**src/rtl/softmax_row_packer_if.sv**
```systemverilog
// softmax_row_packer_if: handshake bundle between the softmax element stream,
// the row packer and the attention-times-V consumer.
//   master : producer/consumer side (drives elements, stall and ready)
//   slave  : the packer itself
interface softmax_row_packer_if #(
    parameter int D_W   = 8,
    parameter int N     = 32,
    parameter int RID_W = 16
) ();
    logic               enable;
    logic               in_valid;
    logic [D_W-1:0]     qin;
    logic               out_valid;
    logic               out_ready;
    logic [N*D_W-1:0]   out_data;
    logic [RID_W-1:0]   out_row_id;
    logic               overflow;
    logic               busy;

    modport master (
        output enable, in_valid, qin, out_ready,
        input  out_valid, out_data, out_row_id, overflow, busy
    );

    modport slave (
        input  enable, in_valid, qin, out_ready,
        output out_valid, out_data, out_row_id, overflow, busy
    );
endinterface

```
**src/rtl/softmax_row_packer.sv**
```systemverilog
// softmax_row_packer: collects serial int8 softmax probabilities, N per row,
// into a two-bank ping-pong buffer and presents each finished row as one wide
// word with a valid/ready handshake. The softmax side cannot be stalled, so a
// row that starts while both banks still hold unconsumed rows is dropped in
// full and the sticky overflow flag is raised.
//
// Optional feature macro: SOFTMAX_PACK_CLAMP_EN
//   defined   -> each element is clamped to [0, 2^OUT_BITS] before storage
//   undefined -> elements are stored bit-exact, no clamp logic exists
module softmax_row_packer #(
    parameter int D_W      = 8,
    parameter int N        = 32,
    parameter int OUT_BITS = 6,
    parameter int RID_W    = 16
) (
    input  logic                  clk,
    input  logic                  rst,
    softmax_row_packer_if.slave   bus
);

    localparam int COL_W = $clog2(N);
    localparam logic [COL_W-1:0] COL_FIRST = {COL_W{1'b0}};
    localparam logic [COL_W-1:0] COL_LAST  = COL_W'(N - 1);
    localparam logic [COL_W-1:0] COL_ONE   = COL_W'(1);
    localparam logic [RID_W-1:0] RID_ONE   = RID_W'(1);

    // Clamp ceiling only matters when the macro is on; keep the parameter
    // referenced so the plain build carries no dangling configuration.
    logic unused_cfg_s;
    assign unused_cfg_s = (OUT_BITS > 0);

    // Element conditioning applied on the way into the row buffer.
    function automatic logic [D_W-1:0] store_elem(input logic [D_W-1:0] v);
`ifdef SOFTMAX_PACK_CLAMP_EN
        int sv_i;
        int ceil_i;
        ceil_i = 32'sd1 <<< OUT_BITS;
        sv_i   = int'($signed(v));
        if (sv_i < 32'sd0) begin
            store_elem = {D_W{1'b0}};
        end else if (sv_i > ceil_i) begin
            store_elem = D_W'(ceil_i);
        end else begin
            store_elem = v;
        end
`else
        store_elem = v;
`endif
    endfunction

    // State
    logic [N*D_W-1:0]  bank_r [0:1];
    logic [1:0]        full_r;
    logic              wr_bank_r;
    logic              rd_bank_r;
    logic [COL_W-1:0]  col_r;
    logic              drop_row_r;
    logic [RID_W-1:0]  row_cnt_r;
    logic              overflow_r;

    // Per-cycle decisions
    logic              accept_s;
    logic              drop_now_s;
    logic              write_s;
    logic              row_end_s;
    logic              row_commit_s;
    logic              transfer_s;
    logic [1:0]        full_next_s;
    logic [D_W-1:0]    elem_s;

    // Decode this cycle's accept/drop/commit/transfer events from pre-edge state.
    always_comb begin
        accept_s     = bus.enable & bus.in_valid;
        // A row may only start into a free bank; the check deliberately uses
        // the pre-edge full flags, so a bank freed this same cycle is not yet
        // available to a row starting now.
        drop_now_s   = accept_s & (col_r == COL_FIRST) & full_r[wr_bank_r];
        write_s      = accept_s & ~drop_now_s & ~drop_row_r;
        row_end_s    = accept_s & (col_r == COL_LAST);
        row_commit_s = row_end_s & ~drop_row_r;
        transfer_s   = bus.enable & full_r[rd_bank_r] & bus.out_ready;
        elem_s       = store_elem(bus.qin);
    end

    // Next value of the bank-occupied flags: release on transfer, claim on commit.
    always_comb begin
        full_next_s = full_r;
        if (transfer_s) begin
            full_next_s[rd_bank_r] = 1'b0;
        end else begin
            full_next_s[rd_bank_r] = full_r[rd_bank_r];
        end
        // A committing row never targets the bank being read out: it started
        // into a free bank, and the read side only releases full banks.
        if (row_commit_s) begin
            full_next_s[wr_bank_r] = 1'b1;
        end else begin
            full_next_s[wr_bank_r] = full_next_s[wr_bank_r];
        end
    end

    // Row buffer storage: one element per accepted, non-dropped beat.
    always_ff @(posedge clk or posedge rst) begin
        if (rst) begin
            bank_r[0] <= {(N*D_W){1'b0}};
            bank_r[1] <= {(N*D_W){1'b0}};
        end else if (write_s) begin
            bank_r[wr_bank_r][col_r*D_W +: D_W] <= elem_s;
        end
    end

    // Write-side sequencing: column position, drop marker, bank ping-pong.
    always_ff @(posedge clk or posedge rst) begin
        if (rst) begin
            col_r      <= COL_FIRST;
            drop_row_r <= 1'b0;
            wr_bank_r  <= 1'b0;
            overflow_r <= 1'b0;
        end else begin
            // Column advances on every accepted beat, dropped or not, so the
            // next row stays aligned with the upstream row boundaries.
            if (accept_s) begin
                if (row_end_s) begin
                    col_r      <= COL_FIRST;
                    drop_row_r <= 1'b0;
                end else begin
                    col_r <= col_r + COL_ONE;
                    if (drop_now_s) begin
                        drop_row_r <= 1'b1;
                    end
                end
            end
            if (row_commit_s) begin
                wr_bank_r <= ~wr_bank_r;
            end
            if (drop_now_s) begin
                overflow_r <= 1'b1;
            end
        end
    end

    // Read-side sequencing: occupancy flags, read bank and emitted-row count.
    always_ff @(posedge clk or posedge rst) begin
        if (rst) begin
            full_r    <= 2'b00;
            rd_bank_r <= 1'b0;
            row_cnt_r <= {RID_W{1'b0}};
        end else begin
            full_r <= full_next_s;
            if (transfer_s) begin
                rd_bank_r <= ~rd_bank_r;
                row_cnt_r <= row_cnt_r + RID_ONE;
            end
        end
    end

    // Outputs are straight decodes of registered state; out_data is a plain
    // bank select and therefore holds still while out_valid waits for ready.
    assign bus.out_valid  = full_r[rd_bank_r];
    assign bus.out_data   = bank_r[rd_bank_r];
    assign bus.out_row_id = row_cnt_r;
    assign bus.overflow   = overflow_r;
    assign bus.busy       = (|full_r) | (col_r != COL_FIRST);

endmodule

```
**src/flat_wrapper.sv**
```systemverilog
// flat-port wrapper written by rule: the top's interface ports become plain ports
module softmax_row_packer_flat 
#(
    parameter int D_W      = 8,
    parameter int N        = 32,
    parameter int OUT_BITS = 6,
    parameter int RID_W    = 16
)
  (clk, rst, bus_enable, bus_in_valid, bus_qin, bus_out_ready, bus_out_valid, bus_out_data, bus_out_row_id, bus_overflow, bus_busy);
  softmax_row_packer_if #(.D_W(D_W), .N(N), .RID_W(RID_W)) bus_i ();
  input  logic clk;
  input  logic rst;
  input wire logic [$bits(bus_i.enable)-1:0] bus_enable;
  input wire logic [$bits(bus_i.in_valid)-1:0] bus_in_valid;
  input wire logic [$bits(bus_i.qin)-1:0] bus_qin;
  input wire logic [$bits(bus_i.out_ready)-1:0] bus_out_ready;
  output wire logic [$bits(bus_i.out_valid)-1:0] bus_out_valid;
  output wire logic [$bits(bus_i.out_data)-1:0] bus_out_data;
  output wire logic [$bits(bus_i.out_row_id)-1:0] bus_out_row_id;
  output wire logic [$bits(bus_i.overflow)-1:0] bus_overflow;
  output wire logic [$bits(bus_i.busy)-1:0] bus_busy;
  assign bus_i.enable = bus_enable;
  assign bus_i.in_valid = bus_in_valid;
  assign bus_i.qin = bus_qin;
  assign bus_i.out_ready = bus_out_ready;
  assign bus_out_valid = bus_i.out_valid;
  assign bus_out_data = bus_i.out_data;
  assign bus_out_row_id = bus_i.out_row_id;
  assign bus_overflow = bus_i.overflow;
  assign bus_busy = bus_i.busy;
  softmax_row_packer #(.D_W(D_W), .N(N), .OUT_BITS(OUT_BITS), .RID_W(RID_W)) u_core (.clk(clk), .rst(rst), .bus(bus_i));
endmodule
```
**config.mk**
```make
export PLATFORM = sky130hd
export DESIGN_NAME = softmax_row_packer_flat
export DESIGN_NICKNAME = d
export VERILOG_FILES = /design/src/rtl/softmax_row_packer_if.sv /design/src/rtl/softmax_row_packer.sv /design/src/flat_wrapper.sv
export SDC_FILE = /design/constraint.sdc
export NUM_CORES = 1
export LEC_CHECK = 0
export BUFFER_PORTS_ARGS = -buffer_cell sky130_fd_sc_hd__buf_2
export CORE_MARGIN = 3
export CORE_UTILIZATION = 38
export CTS_CLUSTER_SIZE = 25
export DETAILED_ROUTE_END_ITERATION = 16
export GPL_ROUTABILITY_DRIVEN = 0
export PLACE_DENSITY_LB_ADDON = 0.15
export REMOVE_ABC_BUFFERS = 1
export SYNTH_ARGS = -nofsm -noshare
export SYNTH_HDL_FRONTEND = slang
export SYNTH_SLANG_ARGS = --single-unit
```
**constraint.sdc**
```tcl
create_clock -name clk -period 20.7 [get_ports clk]
set_input_delay 0 -clock clk [delete_from_list [all_inputs] [get_ports clk]]
set_output_delay 0 -clock clk [all_outputs]
set_load 0.02 [all_outputs]
```
==> results of run 1 <==
## cells by family (layout without fill, tap and decap cells)
kind of cell    after synthesis  in the layout
xor+xnor                     20             20
mux                         710            710
flops                       539            539
compound gates              157            157
other cells                   0              1
simple gates                346            346
buf+inv                     126            450
fa+ha+maj                     5              5
## where the power goes
part / total (mW) / internal (mW) / switching, mW
Sequential: 1.13 / 1.09 / 0.0365
Combinational: 0.647 / 0.166 / 0.481
Clock: 1.08 / 0.650 / 0.434
## placed cells by master, fill, tap and decap left out, types with 24 or more instances in the layout
master / count
nand3_1: 35
o21ai_0: 120
dfrtp_1: 538
nor2_1: 57
mux2_4: 24
clkbuf_16: 59
buf_4: 25
buf_2: 287
nor3_1: 97
nand2_1: 45
mux2_1: 144
mux2_2: 539
## per-layer routing
metal,track usage,vias to the layer above
met5,0,-
met4,0.0593,0
met3,0.0386,110
met2,0.337,376
met1,0.282,8621
li1,-,7503
## worst register-to-register path, delay by kind of cell (launching register included)
family | cells | cell delay (ns)
and+or+nand+nor | 2 | 1.97
xor gates and xnor gates | 1 | 1.00
DFF | 1 | 0.66
muxes | 1 | 0.40
adders and majority gates | 1 | 0.34
buffers and inverters | 1 | 0.19
## area by class of cell
class,instances,area [um2]
timing repair buffer,328,1800
inverter,15,63.8
fill,6032,35400
sequential,539,13500
tap,855,1070
clock inverter,23,283
antenna,1,2.50
clock buffer,84,1720
multi-input combinational,1238,11300
## Yosys cell counts (all sizes together) (15+ instances only)
master,instances,area share
mux2,707,0.32
dfrtp,539,0.53
o21ai,128,0.025
nor3,123,0.032
clkbuf,82,0.012
nor2,57,0.0085
nand2,45,0.0067
nand3,35,0.0069
buf,29,0.0061
nor4,24,0.0083
and2,18,0.0045
inv,15,0.0022
xnor2,15,0.0052
## registers in the layout (all words and copies together), names as in the netlist
name / cells
u_core.bus.overflow: 1
u_core.col_r: 5
u_core.rd_bank_r: 1
u_core.wr_bank_r: 1
u_core.bank_r: 512
u_core.drop_row_r: 1
u_core.full_r: 2
u_core.bus.out_row_id: 16
## worst max-delay path by stage
stage | end | slack [ns] | cells past startpoint
after floorplan | u_core.bank_r[0]$_DFFE_PP0P_ | 5.63 | 1
after global placement | u_core.bank_r[75]$_DFFE_PP0P_ | 16.24 | 6
after detailed placement | u_core.bank_r[74]$_DFFE_PP0P_ | 16.08 | 6
after CTS | u_core.bank_r[74]$_DFFE_PP0P_ | 16.06 | 6
after global routing | u_core.bank_r[74]$_DFFE_PP0P_ | 15.74 | 6
final | u_core.bank_r[74]$_DFFE_PP0P_ | 16.03 | 6
==> flow_summary.ini, run 1 <==
[cts]
postCtsSetupBuffers = 0
cts_tree = built
cts-resized-gates = 0
cts_root_buf = clkbuf_16
cts_hold_buf = 14
numCtsBuffers = 59
clk_latency_ns = 0.62
clock_sinks = 539
htreeDepth = 2
cts_buffer_depth = 3
clk_pin_slew_worst_paths_ns = 0.06

[placed_design]
pre_cts_ws_ns = 16.08
dpl.hpwl_mm = 46.8
placed_area_mm2 = 0.0276
port_buffers = 287
dp.cells = 2961

[floorplan]
initial_core_util = 0.388
die_h_um = 264
io_pins = 288
core_area_mm2 = 0.0652
rows = 93
die_width_um = 264
die_area_mm2 = 0.0697

[synth]
synth_edf_count = 0
async_flop_share = 1.00
synth-seq-area-share = 0.533
netlist_instances = 1903
ys_ff_latch = 539
synth_xor_area_frac = 0.00692
synth_area_mm2 = 0.0253
synth_area_per_cell_um2 = 13.3
synth_top_family_by_area = multiplexers
synth_ff_type = dfrtp_1
synth_mux_area_frac = 0.319
synth_cell_types = 51
synth_compound_area_frac = 0.0378
synthAdderAreaFrac = 0.00247
synth_simple_gate_area_frac = 0.0798
yosys_warnings = 0

[timing]
hold_viol_final = 0
fin_crit_sh = 0.226
tightest_slew_ns = 1.25
maxSlewViolCount = 0
tns_ns = 0
rsz0062_at_grt = no
hold_ws_ns = 0.135
relSlewSlack = 0.163
fmax_ghz = 0.214
finalSetupViolCount = 0
fin_skew_ns = 0.0239
setup_ws_ns = 16.03
min_period_ns = 4.67

[worst_setup_path]
r2r_setup_slack_ns = 16.03
critPathMaxFanout = 18
max_stage_delay_ns = 1.01
crit_path_start = u_core.col_r[0]$_DFFE_PP0P_
crit_path_end_kind = register
worstPathRequired_ns = 21.18
path_class = register to register
cpLargestDelayFamily = simple AND/OR/NAND/NOR gates
r2r_end = u_core.bank_r[74]$_DFFE_PP0P_
crit_chain = inv_1 > ha_1 > xnor2_1 > nand4_1 > or4_1 > mux2_1
arrival_ns = 5.16
slowest_stage = nand4_1
worst-path-buf-inv = 1
r2r-start = u_core.col_r[0]$_DFFE_PP0P_
worstSetupStartpointType = register
reg2regPathDepth = 6

[power_and_ir_drop]
vdd_drop_max_v = 0.0000610
p_leak_nw = 15.2
power_density_mw_per_mm2 = 96.0
p_total_mw = 2.86

[flow_run]
cap_violations = 0

[routing]
wl_met2_mm = 34.9
wire_per_inst_um = 23.8
num_vias = 16610
met1_length_mm = 32.8
ant_nets = 0
wl_met3_mm = 3.57
drtIter0Drc = 1103
top_layer_used = met4
dr.pass1.iters = 5
routed_wl_mm = 73.3
drcViolationCount = 0
drt-vias-per-instance = 5.39

[global_route]
antenna_found_initial = 0
gr-usage-all-layers = 0.207
grt_pass1_vias = 17564
grt_pass1_wl_mm = 112
grt-ovfl-total = 0
grt_max_degree = 170

[status]
status = complete, no violations

[min_path]
min_path_type = primary input to asynchronous set/reset pin

[final_layout]
design_area_mm2 = 0.0298
stdcell_count = 3083
area_delta_synth_final_pct = 17.7
postLayoutCoreUtil = 0.457
drive_gt1_frac = 0.463
final_net_count = 2199
Note: power is estimated with default switching activity, not from simulation.
==> run 2, diff against run 1 <==
==> constraint.sdc (replaced) <==
create_clock -name clk -period 4.6 [get_ports clk]
set_input_delay 0 -clock clk [delete_from_list [all_inputs] [get_ports clk]]
set_output_delay 0 -clock clk [all_outputs]
set_load 0.02 [all_outputs]
==> flow_summary.ini, run 2 (synthesis gave the netlist of run 1 again) <==
[cts]
cts_root_buf = clkbuf_16
clock_sinks = 539
cts_buffer_depth = 3
clk_pin_slew_worst_paths_ns = 0.07
htreeDepth = 2
cts-resized-gates = 0
numCtsBuffers = 59
cts_tree = built
clk_latency_ns = 0.61

[global_route]
grt-ovfl-total = 0
antenna_found_initial = 0
grt_pass1_vias = 17569
grt_pass1_wl_mm = 111
grt_max_degree = 164
gr-usage-all-layers = 0.205

[worst_setup_path]
slowest_stage = or4_1
crit_path_end_kind = register
worstPathRequired_ns = 5.09
cpLargestDelayFamily = simple AND/OR/NAND/NOR gates
worstSetupStartpointType = register
crit_chain = buf_4 > inv_1 > ha_1 > nor3b_1 > ha_1 > or4_1 > or4_1 > mux2_4
max_stage_delay_ns = 0.95
arrival_ns = 4.34
critPathMaxFanout = 18
path_class = register to register
worst-path-buf-inv = 2

[timing]
finalSetupViolCount = 0
maxSlewViolCount = 0
rsz0062_at_grt = no
fin_skew_ns = 0.0216
hold_viol_final = 0
min_period_ns = 3.86
setup_ws_ns = 0.744
tightest_slew_ns = 1.34
relSlewSlack = 0.100
hold_ws_ns = 0.0764
fin_crit_sh = 0.838
fmax_ghz = 0.259

[final_layout]
design_area_mm2 = 0.0299
layout_commonest_cell = mux2_2
largest_reg_flops = 512
antennaDiodeCount = 0
drive_gt1_frac = 0.465
final_net_count = 2209
largest_register = u_core.bank_r
mostFrequentLayoutCells = mux2_2 (539), dfrtp_1 (538), buf_2 (287)
postLayoutCoreUtil = 0.459
area_delta_synth_final_pct = 18.1

[floorplan]
core_area_mm2 = 0.0652
io_pins = 288
die_width_um = 264
die_area_mm2 = 0.0697
rows = 93
initial_core_util = 0.388
die_h_um = 264

[placed_design]
pre_cts_ws_ns = 0.730
placed_area_mm2 = 0.0278
dpl.hpwl_mm = 47.0
port_buffers = 287

[min_path]
min_path_type = primary input to asynchronous set/reset pin

[power_and_ir_drop]
power_density_mw_per_mm2 = 430
p_leak_nw = 15.2
vdd_drop_max_v = 0.000276

[routing]
routed_wl_mm = 72.6
dr.pass1.iters = 5
wire_per_inst_um = 23.5
num_vias = 16570
drt-vias-per-instance = 5.36
ant_nets = 0
drcViolationCount = 0
drtIter0Drc = 1042

[status]
status = complete, no violations

[flow_run]
cap_violations = 0
==> run 2: cell count changes in the layout (fill, tap and decap cells not counted) <==
cell        change
clkinv_2        -2
bufinv_16       -2
clkinvlp_4      +1
inv_6           -1
clkinv_4        -1
clkinv_8        +1
diode_2         -1
buf_4           +7
buf_12          +3
clkbuf_16       +1
clkbuf_8        +2
==> run 2: routing by layer <==
| layer | vias up | global-route usage | routed length [um] |
|---|---|---|---|
| met5 | - | 0 | 0 |
| met4 | 0 | 0.0569 | 1940 |
| met3 | 120 | 0.0516 | 4090 |
| met2 | 341 | 0.335 | 34700 |
| met1 | 8594 | 0.271 | 31800 |
| li1 | 7515 | - | - |
==> run 2: where the power goes <==
part,switching [mW],leakage (nW),internal [mW]
logic,2.18,6.75,0.793
registers,0.155,7.50,4.91
clock network,1.94,0.985,2.88
total,4.28,15.2,8.58
==> run 2: worst register-to-register path, cell delays in order, from the launching register on <==
cell     delay, ns
dfrtp_1       0.32
buf_4         0.20
inv_1         0.12
ha_1          0.31
nor3b_1       0.18
ha_1          0.46
or4_1         0.95
or4_1         0.81
mux2_4        0.40
==> run 2: worst paths after layout <==
kind	end	cells past startpoint	slack (ns)	from
max reg2reg	u_core.bank_r[330]$_DFFE_PP0P_	8	0.74	u_core.col_r[0]$_DFFE_PP0P_
min reg2reg	u_core.bus.overflow$_DFFE_PP0P_	1	0.46	u_core.bus.overflow$_DFFE_PP0P_
min	u_core.bus.out_row_id[8]$_DFFE_PP0P_	3	0.08	rst
max	u_core.bank_r[330]$_DFFE_PP0P_	8	0.74	u_core.col_r[0]$_DFFE_PP0P_
max in group asynchronous	u_core.bank_r[83]$_DFFE_PP0P_	4	3.08	rst
min in group clk	u_core.full_r[1]$_DFF_PP0_	4	0.36	bus_out_ready
==> run 2: what timing repair did <==
| item | in CTS | in global routing |
|---|---|---|
| buffers inserted | 0 | 0 |
| endpoints found under the hold margin | 159 | 0 |
| hold buffers | 14 | 0 |
==> run 2: final cells by class <==
| cell class | instances | area (um2) |
|---|---|---|
| multi-input cells | 1238 | 11300 |
| repair buffers | 338 | 1920 |
| clock buffers | 87 | 1770 |
| clock inverters | 19 | 219 |
| inverters | 15 | 63.8 |
| flip-flops and latches | 539 | 13500 |
| well taps | 855 | 1070 |
| fillers | 5948 | 35300 |
==> run 2: through the flow <==
| step | cells | TNS, ns | total power, mW |
|---|---|---|---|
| 4_1_cts | 3091 | 0 | 13.0 |
| 3_3_place_gp | 2971 | 0 | 8.10 |
| 3_5_place_dp | 2971 | 0 | 8.15 |
| 5_1_grt | 3091 | 0 | 13.4 |
| 2_1_floorplan | 1792 | -6219.40 | 6.88 |
| 6_report | 3091 | 0 | 12.9 |
